**src/rtl/uart_tx_if.sv**
```systemverilog
// Register-bus signals between the iosystem byte-lane decode and the UART transmitter.
interface uart_tx_if;
    logic [7:0]  data_in;
    logic        data_write;
    logic        status_write;
    logic [15:0] divisor_in;
    logic [1:0]  divisor_write;
    logic [15:0] divisor_out;
    logic [7:0]  status_out;

    modport master (
        output data_in, data_write, status_write, divisor_in, divisor_write,
        input  divisor_out, status_out
    );

    modport slave (
        input  data_in, data_write, status_write, divisor_in, divisor_write,
        output divisor_out, status_out
    );
endinterface

```
**src/rtl/uart_tx.sv**
```systemverilog
// Memory-mapped 8N1 UART transmitter: byte FIFO, programmable bit period,
// sticky overflow flag and a drained-transmitter level interrupt.
module uart_tx #(
    parameter int unsigned FIFO_DEPTH    = 4,
    parameter logic [15:0] RESET_DIVISOR = 16'd9
) (
    input  logic     clk,
    input  logic     reset,
    uart_tx_if.slave bus,
    output logic     tx,
    output logic     empty_int
);
    localparam int unsigned PTR_W = $clog2(FIFO_DEPTH);
    localparam int unsigned CNT_W = PTR_W + 1;

    typedef enum logic [1:0] {IDLE, START, DATA, STOP} state_e;

    state_e             state_q, state_d;
    logic [15:0]        bcnt_q, bcnt_d;
    logic [15:0]        div_q, div_d;
    logic [2:0]         bidx_q, bidx_d;
    logic [7:0]         sh_q, sh_d;
    logic               tx_q, tx_d;
    logic [7:0]         mem_q [FIFO_DEPTH];
    logic [PTR_W-1:0]   wptr_q, wptr_d, rptr_q, rptr_d;
    logic [CNT_W-1:0]   cnt_q, cnt_d;
    logic               empty_q, empty_d, full_q, full_d;
    logic               ovf_q, ovf_d, busy_q, busy_d, eint_q, eint_d;
    logic               push, pop;

    // Frame sequencer; a pop loads the shift register and restarts the bit period.
    always_comb begin
        state_d = state_q;
        bcnt_d  = bcnt_q;
        bidx_d  = bidx_q;
        sh_d    = sh_q;
        pop     = 1'b0;
        case (state_q)
            IDLE: begin
                if (!empty_q) begin
                    pop     = 1'b1;
                    sh_d    = mem_q[rptr_q];
                    bcnt_d  = div_q;
                    state_d = START;
                end
            end
            START: begin
                if (bcnt_q == 16'd0) begin
                    bidx_d  = 3'd0;
                    bcnt_d  = div_q;
                    state_d = DATA;
                end else begin
                    bcnt_d = bcnt_q - 16'd1;
                end
            end
            DATA: begin
                if (bcnt_q == 16'd0) begin
                    sh_d   = {1'b0, sh_q[7:1]};
                    bcnt_d = div_q;
                    if (bidx_q == 3'd7) begin
                        state_d = STOP;
                    end else begin
                        bidx_d = bidx_q + 3'd1;
                    end
                end else begin
                    bcnt_d = bcnt_q - 16'd1;
                end
            end
            STOP: begin
                if (bcnt_q == 16'd0) begin
                    if (!empty_q) begin
                        pop     = 1'b1;
                        sh_d    = mem_q[rptr_q];
                        bcnt_d  = div_q;
                        state_d = START;
                    end else begin
                        state_d = IDLE;
                    end
                end else begin
                    bcnt_d = bcnt_q - 16'd1;
                end
            end
            default: state_d = IDLE;
        endcase
    end

    // Line level mirrors the current state, landing one edge later.
    always_comb begin
        tx_d = 1'b1;
        case (state_q)
            START:   tx_d = 1'b0;
            DATA:    tx_d = sh_q[0];
            default: tx_d = 1'b1;
        endcase
    end

    // FIFO bookkeeping, overflow flag, divisor lanes and status flags.
    always_comb begin
        push   = bus.data_write && !full_q;
        wptr_d = push ? wptr_q + PTR_W'(1) : wptr_q;
        rptr_d = pop  ? rptr_q + PTR_W'(1) : rptr_q;
        cnt_d  = cnt_q + CNT_W'(push) - CNT_W'(pop);

        empty_d = (cnt_d == CNT_W'(0));
        full_d  = (cnt_d == CNT_W'(FIFO_DEPTH));

        ovf_d = ovf_q;
        if (bus.status_write && bus.data_in[2]) begin
            ovf_d = 1'b0;
        end
        if (bus.data_write && full_q) begin
            ovf_d = 1'b1;
        end

        div_d = div_q;
        if (bus.divisor_write[0]) begin
            div_d[7:0] = bus.divisor_in[7:0];
        end
        if (bus.divisor_write[1]) begin
            div_d[15:8] = bus.divisor_in[15:8];
        end

        busy_d = (state_d != IDLE);
        eint_d = empty_d && !busy_d;
    end

    always_ff @(posedge clk) begin
        if (reset) begin
            state_q <= IDLE;
            bcnt_q  <= 16'd0;
            bidx_q  <= 3'd0;
            sh_q    <= 8'd0;
            tx_q    <= 1'b1;
            wptr_q  <= '0;
            rptr_q  <= '0;
            cnt_q   <= '0;
            empty_q <= 1'b1;
            full_q  <= 1'b0;
            ovf_q   <= 1'b0;
            busy_q  <= 1'b0;
            eint_q  <= 1'b1;
            div_q   <= RESET_DIVISOR;
        end else begin
            state_q <= state_d;
            bcnt_q  <= bcnt_d;
            bidx_q  <= bidx_d;
            sh_q    <= sh_d;
            tx_q    <= tx_d;
            wptr_q  <= wptr_d;
            rptr_q  <= rptr_d;
            cnt_q   <= cnt_d;
            empty_q <= empty_d;
            full_q  <= full_d;
            ovf_q   <= ovf_d;
            busy_q  <= busy_d;
            eint_q  <= eint_d;
            div_q   <= div_d;
        end
    end

    // Storage needs no reset: the count alone decides which entries are live.
    always_ff @(posedge clk) begin
        if (push) begin
            mem_q[wptr_q] <= bus.data_in;
        end
    end

    assign tx              = tx_q;
    assign empty_int       = eint_q;
    assign bus.divisor_out = div_q;
    assign bus.status_out  = {4'b0000, busy_q, ovf_q, full_q, empty_q};

endmodule

```
**src/flat_wrapper.sv**
```systemverilog
// flat-port wrapper written by rule: the top's interface ports become plain ports
module uart_tx_flat 
#(
    parameter int unsigned FIFO_DEPTH    = 4,
    parameter logic [15:0] RESET_DIVISOR = 16'd9
)
  (clk, reset, tx, empty_int, bus_data_in, bus_data_write, bus_status_write, bus_divisor_in, bus_divisor_write, bus_divisor_out, bus_status_out);
  uart_tx_if bus_i ();
  input  logic clk;
  input  logic reset;
  output logic tx;
  output logic empty_int;
  input wire logic [$bits(bus_i.data_in)-1:0] bus_data_in;
  input wire logic [$bits(bus_i.data_write)-1:0] bus_data_write;
  input wire logic [$bits(bus_i.status_write)-1:0] bus_status_write;
  input wire logic [$bits(bus_i.divisor_in)-1:0] bus_divisor_in;
  input wire logic [$bits(bus_i.divisor_write)-1:0] bus_divisor_write;
  output wire logic [$bits(bus_i.divisor_out)-1:0] bus_divisor_out;
  output wire logic [$bits(bus_i.status_out)-1:0] bus_status_out;
  assign bus_i.data_in = bus_data_in;
  assign bus_i.data_write = bus_data_write;
  assign bus_i.status_write = bus_status_write;
  assign bus_i.divisor_in = bus_divisor_in;
  assign bus_i.divisor_write = bus_divisor_write;
  assign bus_divisor_out = bus_i.divisor_out;
  assign bus_status_out = bus_i.status_out;
  uart_tx #(.FIFO_DEPTH(FIFO_DEPTH), .RESET_DIVISOR(RESET_DIVISOR)) u_core (.clk(clk), .reset(reset), .bus(bus_i), .tx(tx), .empty_int(empty_int));
endmodule
```
**config.mk**
```make
export PLATFORM = sky130hd
export DESIGN_NAME = uart_tx_flat
export DESIGN_NICKNAME = d
export VERILOG_FILES = /design/src/rtl/uart_tx_if.sv /design/src/rtl/uart_tx.sv /design/src/flat_wrapper.sv
export SDC_FILE = /design/constraint.sdc
export NUM_CORES = 1
export LEC_CHECK = 0
export ABC_AREA = 0
export BUFFER_PORTS_ARGS = -buffer_cell sky130_fd_sc_hd__buf_2
export CORE_MARGIN = 2
export CORE_UTILIZATION = 57
export CTS_CLUSTER_SIZE = 25
export DETAILED_ROUTE_END_ITERATION = 16
export PLACE_DENSITY_LB_ADDON = 0.25
export SLEW_MARGIN = 20
export SYNTH_ARGS = -nofsm -noshare
export SYNTH_HDL_FRONTEND = slang
export SYNTH_SLANG_ARGS = --single-unit
```
**constraint.sdc**
```tcl
create_clock -name clk -period 4.3 [get_ports clk]
set_input_delay 0.215 -clock clk [delete_from_list [all_inputs] [get_ports clk]]
set_output_delay 0.215 -clock clk [all_outputs]
set_load 0.01 [all_outputs]
```
==> results of run 1 <==
where the power goes:
group | internal (W) | switching, W | total [W]
clock network | 0.000232 | 0.000338 | 0.000570
registers | 0.00107 | 0.000161 | 0.00123
logic | 0.000570 | 0.000762 | 0.00133
total | 0.00187 | 0.00126 | 0.00313
logic make-up (layout without fill, tap and decap cells):
kind of cell             Yosys count  after routing
AND/OR/NAND/NOR                  127            127
adder cells (fa/ha/maj)           15             15
XOR/XNOR                          12             12
multiplexers                      31             31
flip-flops                        92             92
other                              1              4
buffers and inverters             42             82
AO/OA/AOI/OAI                     66             66
state kept, by name (all words and copies together), names as in the netlist, named ones only:
name                    cells
u_core.bus.divisor_out     16
u_core.cnt_q                3
u_core.mem_q               32
u_core.bcnt_q              16
u_core.ovf_q                1
u_core.empty_int            1
u_core.sh_q                 8
u_core.state_q              2
u_core.tx                   1
u_core.empty_q              1
u_core.busy_q               1
u_core.wptr_q               2
u_core.rptr_q               2
u_core.bidx_q               3
u_core.full_q               1
layout make-up:
class,count,area (sq um)
clock buffers,9,124
clock inverters,7,76.3
fillers,584,2560
inverters,14,52.6
multi-input cells,255,1860
flip-flops and latches,92,2160
well taps,99,124
repair buffers,52,263
how the worst max path moves through the flow:
stage | start | to | slack, ns
finish | u_core.state_q[0] | u_core.empty_int | 0.57
global route | u_core.state_q[0] | u_core.empty_int | 0.33
CTS | u_core.state_q[0] | u_core.empty_int | 0.61
detailed placement | u_core.state_q[0] | u_core.empty_int | 0.66
global placement | u_core.state_q[0] | u_core.empty_int | 0.85
floorplan | u_core.state_q[0] | u_core.empty_int | 1.02
layout by cell type (no fill, tap or decap), drive strengths merged, types with 5 or more instances in the layout:
master	instances
clkbuf	9
mux2i	22
o32ai	5
dfxtp	60
a21oi	12
nor2	44
nand2	28
buf	52
edfxtp	32
ha	14
mux4	8
nor2b	6
or4	8
o21ai	11
inv	19
xnor2	9
nor3	13
nor4	5
a311oi	7
layer usage:
| metal | vias to the layer above | part of all wire | GRT usage |
|---|---|---|---|
| li1 | 1487 | - | - |
| met1 | 1362 | 0.49 | 0.281 |
| met2 | 62 | 0.46 | 0.323 |
| met3 | 14 | 0.036 | 0.0386 |
| met4 | 0 | 0.021 | 0.0949 |
| met5 | - | 0 | 0 |
through the flow:
stage / hold slack, ns / utilization / setup slack (ns)
finish: 0.0454 / 0.646 / 0.570
global route: 0.0410 / 0.646 / 0.332
CTS: 0.0305 / 0.646 / 0.608
detailed placement: 0.430 / 0.618 / 0.661
global placement: 0.417 / 0.618 / 0.848
floorplan: 0.314 / - / 1.02
cells in the mapped netlist (4+ instances only):
cell type,instances,area [sq um]
xnor2_1,9,78.8
a311oi_1,5,43.8
mux2i_1,22,220
buf_4,8,60.1
ha_1,14,175
inv_1,14,52.6
nand2_1,28,105
nor2b_1,6,37.5
a21oi_1,12,60.1
clkbuf_1,15,56.3
o32ai_1,5,43.8
a211o_1,4,35.0
o21ai_0,11,55.1
nor3_1,13,65.1
nor4_1,4,25.0
and2_1,4,25.0
edfxtp_1,32,961
nor2_1,44,165
mux4_2,8,180
dfxtp_1,60,1200
nand3_1,4,20.0
or4_1,7,52.6
critical path, delay by kind of cell (launching register included):
kind            cells  cell delay, ns
simple gates        5            1.53
fa+ha+maj           4            1.08
xor+xnor            2            0.34
buf+inv             2            0.11
compound gates      1            0.23
flops               1            0.41
==> run_results.csv, run 1 <==
group,metric,value,unit
timing,timing.fmax,268,MHz
layout,synthToLayoutAreaGrowth,10.6,%
layout,final_cell_area,4660,sq um
power_and_ir_drop,p_per_area,672,nW/um^2
synthesis,postSynthRegisterBits,92,
worst_setup_path,slowest_delay,0.64,ns
placement,placed_cells,512,
floorplan,core,7210,sq um
global_routing,overflow,0,
synthesis,synth-xor-area-share,0.0250,
synthesis,synthArstFlopShare,0,
floorplan,pin_count,56,
layout,final_cells,528,
clocking,post_cts_buffers,0,
worst_setup_path,crit_slowest_cell,"or4b_2",
synthesis,ys_seq_area_frac,0.514,
hold_path,hp-start,"bus_data_in[7]",
timing,finalClockSkew,0.00987,ns
layout,fin_nets,469,
timing,post-route-min-period,3.73,ns
synthesis,yosys.area_share.simple,0.149,
clocking,clk_pin_slew,0.10,ns
drt,drt-pass1-iter-count,4,
drt,vias,2925,
timing,slew_viol_final,0,
drt,first_iter_violations,142,
global_routing,grt_pass1_vias,2822,
clocking,root_buffer,"clkbuf_8",
worst_setup_path,required,4.61,ns
layout,drive_gt1_frac,0.203,
power_and_ir_drop,ir_drop,0.000444,V
worst_setup_path,cp.arrival,4.04,ns
synthesis,synth_cells,386,
clocking,ctsHoldBuffers,0,
worst_setup_path,path_class,"flop to flop",
worst_setup_path,crit_chain,"ha_1 > or4b_2 > nor4_1 > o21a_1 > ha_1 > inv_1 > ha_1 > inv_1 > fa_1 > xor2_1 > xnor2_1 > nor2_1 > nor2_1 > and3b_1",
synthesis,muxShareOfSynthArea,0.0978,
floorplan,fp.dieArea,8090,sq um
worst_setup_path,worst_setup_path_start_kind,"flop",
synthesis,syn_area,4210,sq um
drt,post-route-drc-count,0,
worst_setup_path,rr_endpoint,"u_core.empty_int",
timing,max_slew_margin,0.328,
floorplan,core.rowCount,31,
hold_path,hold_path_depth,1,
drt,viasPerCell,5.54,
clocking,clk_path_buf_depth,2,
timing,finalSetupViolCount,0,
floorplan,fp.dieW,89.9,um
power_and_ir_drop,static-leakage-power,1.88,nW
layout,num_antenna_cells,0,
global_routing,antenna_found_initial,0,
floorplan,start_util,0.584,
floorplan,die_y,89.9,um
clocking,h-tree-depth,3,
placement,dpl.hpwl,5640,um
worst_setup_path,r2r_cells,14,
timing,rsz0062_at_grt,"false",
timing,tightest_slew,1.01,ns
worst_setup_path,regToRegStartpoint,"u_core.state_q[0]",
drt,ant_nets,0,
timing,fin_tns_setup,0,ns
global_routing,grt_first_pass_wirelength,13400,um
drt,totalWireLength,7980,um
timing,finalCritPeriodShare,0.867,
synthesis,ys.flop_type,"dfxtp_1",
clocking,clk_latency,0.37,ns
global_routing,grt_max_degree,47,
clocking,cts_resized,0,
synthesis,ys_warn_count,0,
placement,io_buffer_count,51,
clocking,tritoncts,"yes",
worst_setup_path,r2r_slack,0.57,ns
clocking,clock-sinks,92,
placement,gp_congestion,0.865,
synthesis,synth_cell_types,60,
synthesis,synth_edf_count,32,
flow_run,max-cap-violations,0,
placement,place_area,4460,sq um
drt,wl_per_cell,15.1,um
synthesis,synth-adder-area-share,0.0464,
timing,hold_violations,0,
synthesis,synth_compound_area_frac,0.119,
worst_setup_path,crit_path_end_kind,"flop",
hold_path,hp-class,"primary input to flop",
status,status,"finished clean",
worst_setup_path,cp_common_cell,"ha_1",
worst_setup_path,critPathMaxFanout,9,
hold_path,worst_hold_path.endpoint,"u_core.mem_q[0][7]",
synthesis,synth_top_family_by_area,"simple AND/OR/NAND/NOR gates",
clocking,numCtsBuffers,9,
power_and_ir_drop,total_power,0.00313,W
global_routing,grt.total_usage,0.207,
synthesis,syn_avg_cell_area,10.9,sq um
Note: power is estimated with default switching activity, not from simulation.
==> run 2, diff against run 1 <==
CORE_MARGIN = 4   (was 2)
CORE_UTILIZATION = 44   (was 57)
clock period = 4.6 ns   (was 4.3 ns; I/O delays follow)
==> run_results.csv, run 2 (synthesis results as in run 1) <==
group,metric,value,unit
timing,finalCritPeriodShare,0.795,
drt,viasPerCell,5.22,
power_and_ir_drop,p_per_area,617,nW/um^2
layout,drive_gt1_frac,0.203,
worst_setup_path,r2r_slack,0.94,ns
power_and_ir_drop,static-leakage-power,1.87,nW
worst_setup_path,critPathMaxFanout,9,
layout,num_antenna_cells,0,
worst_setup_path,crit_chain,"ha_1 > or4b_2 > nor4_1 > o21a_1 > ha_1 > inv_1 > ha_1 > inv_1 > fa_1 > xor2_1 > xnor2_1 > nor2_1 > nor2_1 > and3b_1",
drt,wl_per_cell,14.6,um
timing,rsz0062_at_grt,"false",
placement,io_buffer_count,51,
clocking,ctsHoldBuffers,0,
status,status,"finished clean",
clocking,clk_path_buf_depth,2,
clocking,numCtsBuffers,9,
timing,slew_viol_final,0,
power_and_ir_drop,ir_drop,0.000391,V
layout,final_common_cell,"dfxtp_1",
layout,largest-register,"u_core.mem_q",
timing,hold_violations,0,
worst_setup_path,worst_setup_path_start_kind,"flop",
worst_setup_path,crit_slowest_cell,"or4b_2",
clocking,cts_resized,0,
global_routing,grt_pass1_vias,2869,
timing,post-route-min-period,3.66,ns
floorplan,start_util,0.454,
worst_setup_path,r2r_cells,14,
global_routing,grt_first_pass_wirelength,13900,um
floorplan,die_y,106,um
drt,ant_nets,0,
floorplan,core.rowCount,35,
layout,synthToLayoutAreaGrowth,11.3,%
timing,timing.fmax,274,MHz
floorplan,fp.dieW,106,um
placement,gp_congestion,0.814,
drt,post-route-drc-count,0,
layout,mostFrequentLayoutCells,"60 x dfxtp_1, 51 x buf_2, 44 x nor2_1, 32 x edfxtp_1, 28 x nand2_1",
drt,drt-pass1-iter-count,4,
drt,vias,2908,
global_routing,grt_max_degree,47,
clocking,clk_latency,0.36,ns
clocking,h-tree-depth,3,
drt,totalWireLength,8150,um
clocking,post_cts_buffers,0,
clocking,clock-sinks,92,
global_routing,overflow,0,
floorplan,fp.dieArea,11200,sq um
timing,finalSetupViolCount,0,
timing,max_slew_margin,0.384,
worst_setup_path,slowest_delay,0.64,ns
timing,tightest_slew,0.917,ns
worst_setup_path,required,4.91,ns
worst_setup_path,crit_path_end_kind,"flop",
flow_run,max-cap-violations,0,
timing,finalClockSkew,0.0150,ns
clocking,clk_pin_slew,0.10,ns
layout,largest_reg_flops,32,
drt,first_iter_violations,148,
floorplan,pin_count,56,
clocking,tritoncts,"yes",
placement,dpl.hpwl,5790,um
worst_setup_path,cp.arrival,3.96,ns
hold_path,hp-class,"primary input to flop",
layout,final_core_util,0.505,
layout,fin_nets,468,
worst_setup_path,cp_common_cell,"ha_1",
worst_setup_path,critPathLaunch,"u_core.state_q[0]",
worst_setup_path,rr_endpoint,"u_core.empty_int",
global_routing,antenna_found_initial,0,
global_routing,grt.total_usage,0.154,
timing,fin_tns_setup,0,ns
timing,hold_ws,0.0818,ns
worst_setup_path,regToRegStartpoint,"u_core.state_q[0]",
clocking,root_buffer,"clkbuf_8",
worst_setup_path,path_class,"flop to flop",
worst_setup_path,crit_path_end,"u_core.empty_int",
floorplan,core,9280,sq um
[run 2: cell types whose count changed in the layout (fill, tap and decap cells not counted)]
cell and delta:
inv_8 -1, clkinvlp_4 +1, o32ai_2 +1, o32ai_1 -1
clkinv_2 +1, buf_4 -1, inv_6 -1
[run 2: critical path: cells and delay by family (launching register included)]
kind                       cells  cell delay (ns)
DFF                            1             0.40
xor gates and xnor gates       2             0.33
adders and majority gates      4             1.06
buffers and inverters          2             0.11
AOI/OAI and AO/OA              1             0.22
and+or+nand+nor                5             1.50
[run 2: cell type report]
type / count / area (sq um)
sequential: 92 / 2160
inverter: 14 / 52.6
multi-input combinational: 255 / 1860
tap: 129 / 161
timing repair buffer: 51 / 255
fill: 883 / 4600
clock buffer: 9 / 124
clock inverter: 7 / 68.8
[run 2: where the power goes]
group / switching [W] / leakage, nW / total [W] / internal (W)
Sequential: 0.000154 / 0.787 / 0.00115 / 0.000997
Combinational: 0.000706 / 0.986 / 0.00123 / 0.000519
Clock: 0.000306 / 0.0964 / 0.000516 / 0.000210
Total: 0.00117 / 1.87 / 0.00289 / 0.00173
[run 2: how the worst min path moves through the flow]
stage / endpoint / from / depth (start not counted)
global route: u_core.mem_q[1][5] / bus_data_in[5] / 1
CTS: u_core.mem_q[1][5] / bus_data_in[5] / 1
global placement: u_core.mem_q[2][6] / bus_data_in[6] / 1
floorplan: u_core.mem_q[0][0] / bus_data_in[0] / 0
finish: u_core.mem_q[3][4] / bus_data_in[4] / 1
detailed placement: u_core.mem_q[1][5] / bus_data_in[5] / 1
[run 2: stage by stage]
stage                     worst slack (ns)  power (W)  std cells  cell area [sq um]
after floorplan                       1.32    0.00217        389               4220
after global placement                1.10    0.00235        541               4490
after detailed placement             0.999    0.00238        541               4490
after CTS                            0.984    0.00291        557               4680
after global routing                 0.638    0.00313        557               4690
final                                0.944    0.00289        557               4690
[run 2: per-layer routing]
metal | vias to the layer above | wire length [um] | part of all wire | global-route usage
met5 | - | 0 | 0 | 0
met4 | 0 | 70 | 0.0086 | 0.0444
met3 | 6 | 298 | 0.037 | 0.0355
met2 | 54 | 3620 | 0.44 | 0.237
met1 | 1374 | 4150 | 0.51 | 0.219
li1 | 1474 | - | - | -
